**src/rtl/sysid_check.sv**
```systemverilog
// Boot-time system-ID checker: Avalon-MM master that reads the ID word and the
// build timestamp from a system-ID slave and reports pass/fail with an error code.
module sysid_check #(
    parameter logic [31:0] EXPECTED_ID   = 32'h0000_0000,
    parameter logic [31:0] MIN_TIMESTAMP = 32'h0000_0000,
    parameter int          READ_LATENCY  = 0,
    parameter int          TIMEOUT       = 255,
    parameter int          MAX_RETRIES   = 3
) (
    input  logic        clock,
    input  logic        reset,
    input  logic        start,
    output logic        avm_address,
    output logic        avm_read,
    input  logic        avm_waitrequest,
    input  logic [31:0] avm_readdata,
    output logic        busy,
    output logic        done,
    output logic        pass,
    output logic [1:0]  err_code,
    output logic [31:0] id_out,
    output logic [31:0] timestamp_out
);

    typedef enum logic [2:0] {
        IDLE, RD_ID, LAT_ID, RD_TS, LAT_TS, CHECK, FINISH
    } state_t;

    localparam logic [1:0]  LAT_LAST = (READ_LATENCY > 0) ? 2'(READ_LATENCY - 1) : 2'd0;
    localparam logic [15:0] TMO_MAX  = 16'(TIMEOUT);
    localparam logic [3:0]  RTY_MAX  = 4'(MAX_RETRIES);
    localparam bit          NO_LAT   = (READ_LATENCY == 0);

    localparam logic [1:0] ERR_OK  = 2'b00;
    localparam logic [1:0] ERR_ID  = 2'b01;
    localparam logic [1:0] ERR_TS  = 2'b10;
    localparam logic [1:0] ERR_TMO = 2'b11;

    state_t      r_state;
    state_t      w_next;
    logic [1:0]  r_lat_cnt;
    logic [15:0] r_tmo_cnt;
    logic [3:0]  r_retry;
    logic        r_pass;
    logic [1:0]  r_err;
    logic [31:0] r_id;
    logic [31:0] r_ts;

    logic        w_rd_phase;
    logic        w_lat_phase;
    logic        w_tmo_hit;
    logic        w_accept;
    logic        w_retry_ok;
    logic        w_lat_done;
    logic        w_start;
    logic        w_cap_id;
    logic        w_cap_ts;
    logic [1:0]  w_chk_code;

    // The cycle the timeout counter sits at TIMEOUT is the one-cycle read drop;
    // waitrequest is ignored then so a late acceptance cannot race the retry.
    assign w_rd_phase  = (r_state == RD_ID) || (r_state == RD_TS);
    assign w_lat_phase = (r_state == LAT_ID) || (r_state == LAT_TS);
    assign w_tmo_hit   = w_rd_phase && (r_tmo_cnt == TMO_MAX);
    assign w_accept    = w_rd_phase && !w_tmo_hit && !avm_waitrequest;
    assign w_retry_ok  = (r_retry < RTY_MAX);
    assign w_lat_done  = (r_lat_cnt == LAT_LAST);
    assign w_start     = (r_state == IDLE) && start;
    assign w_cap_id    = ((r_state == RD_ID) && w_accept && NO_LAT) ||
                         ((r_state == LAT_ID) && w_lat_done);
    assign w_cap_ts    = ((r_state == RD_TS) && w_accept && NO_LAT) ||
                         ((r_state == LAT_TS) && w_lat_done);

    always_comb begin
        w_chk_code = ERR_OK;
        if (r_id != EXPECTED_ID)
            w_chk_code = ERR_ID;
        else if (r_ts < MIN_TIMESTAMP)
            w_chk_code = ERR_TS;
    end

    always_ff @(posedge clock) begin
        if (reset)
            r_state <= IDLE;
        else
            r_state <= w_next;
    end

    always_comb begin
        w_next      = r_state;
        avm_read    = 1'b0;
        avm_address = 1'b0;
        busy        = (r_state != IDLE);
        done        = 1'b0;
        case (r_state)
            IDLE: begin
                if (start)
                    w_next = RD_ID;
            end
            RD_ID: begin
                avm_read = !w_tmo_hit;
                if (w_tmo_hit)
                    w_next = w_retry_ok ? RD_ID : FINISH;
                else if (w_accept)
                    w_next = NO_LAT ? RD_TS : LAT_ID;
            end
            LAT_ID: begin
                if (w_lat_done)
                    w_next = RD_TS;
            end
            RD_TS: begin
                avm_read    = !w_tmo_hit;
                avm_address = 1'b1;
                if (w_tmo_hit)
                    w_next = w_retry_ok ? RD_ID : FINISH;
                else if (w_accept)
                    w_next = NO_LAT ? CHECK : LAT_TS;
            end
            LAT_TS: begin
                avm_address = 1'b1;
                if (w_lat_done)
                    w_next = CHECK;
            end
            CHECK: begin
                w_next = FINISH;
            end
            FINISH: begin
                done   = 1'b1;
                w_next = IDLE;
            end
            default: begin
                w_next = IDLE;
            end
        endcase
    end

    always_ff @(posedge clock) begin
        if (reset) begin
            r_lat_cnt <= 2'd0;
            r_tmo_cnt <= 16'd0;
            r_retry   <= 4'd0;
            r_pass    <= 1'b0;
            r_err     <= ERR_OK;
            r_id      <= 32'd0;
            r_ts      <= 32'd0;
        end else begin
            if (w_lat_phase && !w_lat_done)
                r_lat_cnt <= r_lat_cnt + 2'd1;
            else
                r_lat_cnt <= 2'd0;

            if (w_start) begin
                r_tmo_cnt <= 16'd0;
                r_retry   <= 4'd0;
                r_pass    <= 1'b0;
                r_err     <= ERR_OK;
                r_id      <= 32'd0;
                r_ts      <= 32'd0;
            end else begin
                if (!w_rd_phase || w_tmo_hit || w_accept)
                    r_tmo_cnt <= 16'd0;
                else
                    r_tmo_cnt <= r_tmo_cnt + 16'd1;

                // Retries restart the whole sequence; out of retries, report timeout.
                if (w_tmo_hit) begin
                    if (w_retry_ok) begin
                        r_retry <= r_retry + 4'd1;
                    end else begin
                        r_err  <= ERR_TMO;
                        r_pass <= 1'b0;
                    end
                end

                if (w_cap_id)
                    r_id <= avm_readdata;
                if (w_cap_ts)
                    r_ts <= avm_readdata;

                if (r_state == CHECK) begin
                    r_err  <= w_chk_code;
                    r_pass <= (w_chk_code == ERR_OK);
                end
            end
        end
    end

    assign pass          = r_pass;
    assign err_code      = r_err;
    assign id_out        = r_id;
    assign timestamp_out = r_ts;

endmodule

```
**config.mk**
```make
export PLATFORM = sky130hd
export DESIGN_NAME = sysid_check
export DESIGN_NICKNAME = d
export VERILOG_FILES = /design/src/rtl/sysid_check.sv
export SDC_FILE = /design/constraint.sdc
export NUM_CORES = 1
export LEC_CHECK = 0
export ABC_AREA = 1
export BUFFER_PORTS_ARGS = -buffer_cell sky130_fd_sc_hd__buf_2
export CORE_ASPECT_RATIO = 1.1
export CORE_MARGIN = 5
export CORE_UTILIZATION = 32
export CTS_CLUSTER_DIAMETER = 200
export DETAILED_ROUTE_END_ITERATION = 10
export HOLD_SLACK_MARGIN = 0.15
export PLACE_DENSITY_LB_ADDON = 0.12
export SYNTH_ARGS = -nofsm -noshare
export SYNTH_HDL_FRONTEND = slang
export SYNTH_SLANG_ARGS = --single-unit
export TNS_END_PERCENT = 100
```
**constraint.sdc**
```tcl
create_clock -name clock -period 1.5 [get_ports clock]
set_input_delay 0.15 -clock clock [delete_from_list [all_inputs] [get_ports clock]]
set_output_delay 0.15 -clock clock [all_outputs]
set_load 0.01 [all_outputs]
```
==> impl_metrics.sql <==
INSERT INTO impl_metrics (metric_group, metric, value, unit) VALUES
('setup_path', 'worst_ep_required_time', '1.74', 'ns'),
('route', 'detail_route.vias_per_cell', '4.57', ''),
('layout', 'layout.nets', '802', ''),
('layout', 'post_route_cells_drive_above_1_share', '39.5', '%'),
('sta', 'timing_hold_violations_final', '0', ''),
('power', 'leakage', '0.00332', 'uW'),
('cts', 'sink_count_of_the_clock_tree', '92', ''),
('route', 'finalWirelength', '12900', 'um'),
('setup_path', 'reg2reg_from', 'r_tmo_cnt[0]', ''),
('sta', 'worstMarginPinSlew', '0.276', 'ns'),
('setup_path', 'setup.reg_to_reg.worst_slack', '-0.12', 'ns'),
('route', 'firstDrtPassIters', '4', ''),
('yosys', 'synth_seq_area_share', '44.4', '%'),
('worst_hold_path', 'hold_path_depth', '4', ''),
('yosys', 'synth.avg_cell_area', '7.18', 'um^2'),
('yosys', 'netlist_top_cells_count', 'sky130_fd_sc_hd__nor2_1, sky130_fd_sc_hd__nand2_1, sky130_fd_sc_hd__dfxtp_1, sky130_fd_sc_hd__inv_1, sky130_fd_sc_hd__nand3_1', ''),
('sta', 'slew_headroom', '81.5', '%'),
('yosys', 'ys.flop_type', 'sky130_fd_sc_hd__dfxtp_1', ''),
('sta', 'final-max-slew-violation-count', '0', ''),
('sta', 'finalClockSkew', '0.00571', 'ns'),
('sta', 'timing.final.crit_share', '108', '%'),
('global_routing', 'grt_pass1_wl', '21200', 'um'),
('yosys', 'synth-edff-count', '0', ''),
('placement', 'finalWeightedCongestion', '0.812', ''),
('yosys', 'postSynthRegisterBits', '92', ''),
('sta', 'finalWorstPathRequiredPeriod', '1.62', 'ns'),
('floorplanning', 'design.portCount', '107', ''),
('placement', 'pre_cts_slack', '-0.167', 'ns'),
('cts', 'clk_transition_reported_paths', '0.06', 'ns'),
('global_routing', 'antenna_found_initial', '0', ''),
('setup_path', 'worst_r2r_path_depth', '12', ''),
('floorplanning', 'fp.dieH', '129', 'um'),
('worst_hold_path', 'worst_hold_startpoint', 'start', ''),
('global_routing', 'grt_start_max_net_pins', '29', ''),
('sta', 'fin_ws', '-0.116', 'ns'),
('floorplanning', 'core_area', '12600', 'um^2'),
('yosys', 'synth-warning-count', '0', ''),
('floorplanning', 'placementRows', '43', ''),
('placement', 'dp.final_hpwl', '9170', 'um'),
('cts', 'clk-insertion-delay-late', '0.34', 'ns'),
('yosys', 'post_synth_fa_ha_maj_area_fraction', '0.904', '%'),
('cts', 'cts_tree', 'built', ''),
('route', 'drt_iter0_drc', '152', ''),
('cts', 'cts_max_path_buffers', '2', ''),
('route', 'ant_nets', '0', ''),
('global_routing', 'grt_usage', '17.2', '%'),
('floorplanning', 'die_w', '119', 'um'),
('sta', 'setup_violations', '64', ''),
('job', 'max-cap-violations', '0', ''),
('yosys', 'synthDistinctLibCells', '28', ''),
('worst_hold_path', 'hold_path.class', 'primary input to flip-flop', ''),
('setup_path', 'path_class', 'flip-flop to flip-flop', ''),
('setup_path', 'start_kind', 'flip-flop', ''),
('route', 'wl_per_cell', '14.0', 'um'),
('yosys', 'post_synthesis_simple_gate_area_fraction', '40.1', '%'),
('yosys', 'synth_compound_area_share', '2.47', '%'),
('sta', 'timing.fmax', '619', 'MHz'),
('outcome', 'outcome', 'finished with violations', ''),
('layout', 'syn2layout_area_growth', '55.7', '%'),
('yosys', 'synth_top_family_by_area', 'simple AND/OR/NAND/NOR gates', ''),
('yosys', 'yosys-mux-area-fraction', '0', '%'),
('yosys', 'netlist_area', '4150', 'um^2'),
('yosys', 'ys_async_sr_fraction', '0', '%'),
('setup_path', 'worst_r2r_endpoint', 'timestamp_out[4]', ''),
('cts', 'cts_root_buffer', 'sky130_fd_sc_hd__clkbuf_16', ''),
('cts', 'htree_levels', '3', ''),
('outcome', 'violations_in_the_final_reports', 'setup timing', ''),
('setup_path', 'cp.arrival', '1.85', 'ns'),
('placement', 'place.port_buffers', '106', ''),
('yosys', 'synth_most_common_cell', 'sky130_fd_sc_hd__nor2_1', ''),
('setup_path', 'timing.critical_path.to_type', 'flip-flop', '');
layout make-up:
| class | count | area [um^2] | area share [%] |
|---|---|---|---|
| tap | 157 | 196 | 3.04 |
| multi-input combinational | 397 | 2340 | 36.2 |
| sequential | 92 | 1850 | 28.7 |
| clock inverter | 4 | 26.3 | 0.406 |
| timing repair buffer | 200 | 1570 | 24.2 |
| inverter | 63 | 251 | 3.89 |
| clock buffer | 11 | 233 | 3.60 |
cell usage in the layout (no fill, tap or decap), types with 3 or more instances in the layout:
cell type                       Yosys  layout
sky130_fd_sc_hd__inv_2              8       7
sky130_fd_sc_hd__dfxtp_2            0       7
sky130_fd_sc_hd__nor3_1             4       3
sky130_fd_sc_hd__dfxtp_1           92      84
sky130_fd_sc_hd__buf_4              0      43
sky130_fd_sc_hd__nand3b_1          32      32
sky130_fd_sc_hd__nor2_4             2      22
sky130_fd_sc_hd__xor2_1             8       8
sky130_fd_sc_hd__nand3_1           45      15
sky130_fd_sc_hd__nand2_1           94      87
sky130_fd_sc_hd__clkbuf_16          0       9
sky130_fd_sc_hd__nand2_2            4       8
sky130_fd_sc_hd__nand3_4            0       3
sky130_fd_sc_hd__buf_2              8     105
sky130_fd_sc_hd__dlygate4sd3_1      0      33
sky130_fd_sc_hd__buf_6             11       3
sky130_fd_sc_hd__nand3_2            2      29
sky130_fd_sc_hd__inv_1             55      53
sky130_fd_sc_hd__nand4_1           14      14
sky130_fd_sc_hd__buf_12             0       8
sky130_fd_sc_hd__nor2_2             1      32
sky130_fd_sc_hd__a21oi_1            8       8
sky130_fd_sc_hd__nor2_1           166     115
sky130_fd_sc_hd__buf_16             0       6
sky130_fd_sc_hd__nand2_4            2       5
sequential cells by signal, indices dropped and copies added, names as in the netlist:
signal,flops
r_lat_cnt,2
r_retry,4
err_code,2
r_state,3
timestamp_out,32
pass,1
id_out,32
r_tmo_cnt,16
stage by stage:
stage / hold slack, ns / instance area, um^2 / util (%) / cells / total power, uW
floorplan: 0.219 / 4160 / - / 578 / 3490
global placement: 0.330 / 5130 / 40.6 / 864 / 3960
detailed placement: 0.334 / 5130 / 40.6 / 864 / 3970
CTS: 0.251 / 6300 / 49.8 / 923 / 6360
global route: 0.270 / 6470 / 51.2 / 924 / 6690
finish: 0.254 / 6470 / 51.2 / 924 / 6330
critical path, cell delays in order, from the launching register on:
cell and delay [ns]:
sky130_fd_sc_hd__dfxtp_2 0.34, sky130_fd_sc_hd__ha_4 0.17, sky130_fd_sc_hd__nand3_4 0.09, sky130_fd_sc_hd__nor2_4 0.04, sky130_fd_sc_hd__nand2_2 0.08, sky130_fd_sc_hd__nand2_4 0.07
sky130_fd_sc_hd__nor2_4 0.16, sky130_fd_sc_hd__nand2_4 0.09, sky130_fd_sc_hd__nand2_4 0.09, sky130_fd_sc_hd__inv_8 0.06, sky130_fd_sc_hd__buf_16 0.16, sky130_fd_sc_hd__nor2_4 0.10
sky130_fd_sc_hd__nor2_1 0.05
kinds of logic (layout without fill, tap and decap cells):
kind of cell | after synthesis | in the layout
AOI/OAI and AO/OA | 16 | 16
xor gates and xnor gates | 9 | 9
adders and majority gates | 3 | 3
buffers and inverters | 89 | 278
DFF | 92 | 92
and+or+nand+nor | 369 | 369
power breakdown:
group | switching (uW) | internal, uW | total, uW | leakage, uW
sequential | 86.3 | 2590 | 2670 | 0.000749
combinational | 874 | 724 | 1600 | 0.00245
clock | 948 | 1120 | 2060 | 0.000126
total | 1910 | 4430 | 6330 | 0.00332
how the worst max path moves through the flow:
stage                       end  cells after the start
2_1_floorplan     r_tmo_cnt[15]                     11
3_3_place_gp   timestamp_out[6]                     12
3_5_place_dp   timestamp_out[6]                     12
4_1_cts                avm_read                      8
5_1_grt              id_out[31]                     12
6_report       timestamp_out[4]                     12
per-layer routing:
layer	vias to the layer above	wire [um]	track usage, %
li1	2173	-	-
met1	1950	5490	19.5
met2	82	6570	30.9
met3	19	574	3.97
met4	0	290	7.54
met5	-	0	0
what timing repair did:
| item | 4_1_cts | 5_1_grt |
|---|---|---|
| endpoints found under the hold margin | 65 | 0 |
| buffers inserted | 5 | 1 |
| pin swaps | 48 | 30 |
| endpoints found under the setup margin | 83 | 88 |
| hold buffers | 33 | 0 |
| cloned | 6 | 0 |
| gates resized for setup | 104 | 51 |
Power figures use the tool's default switching activity.
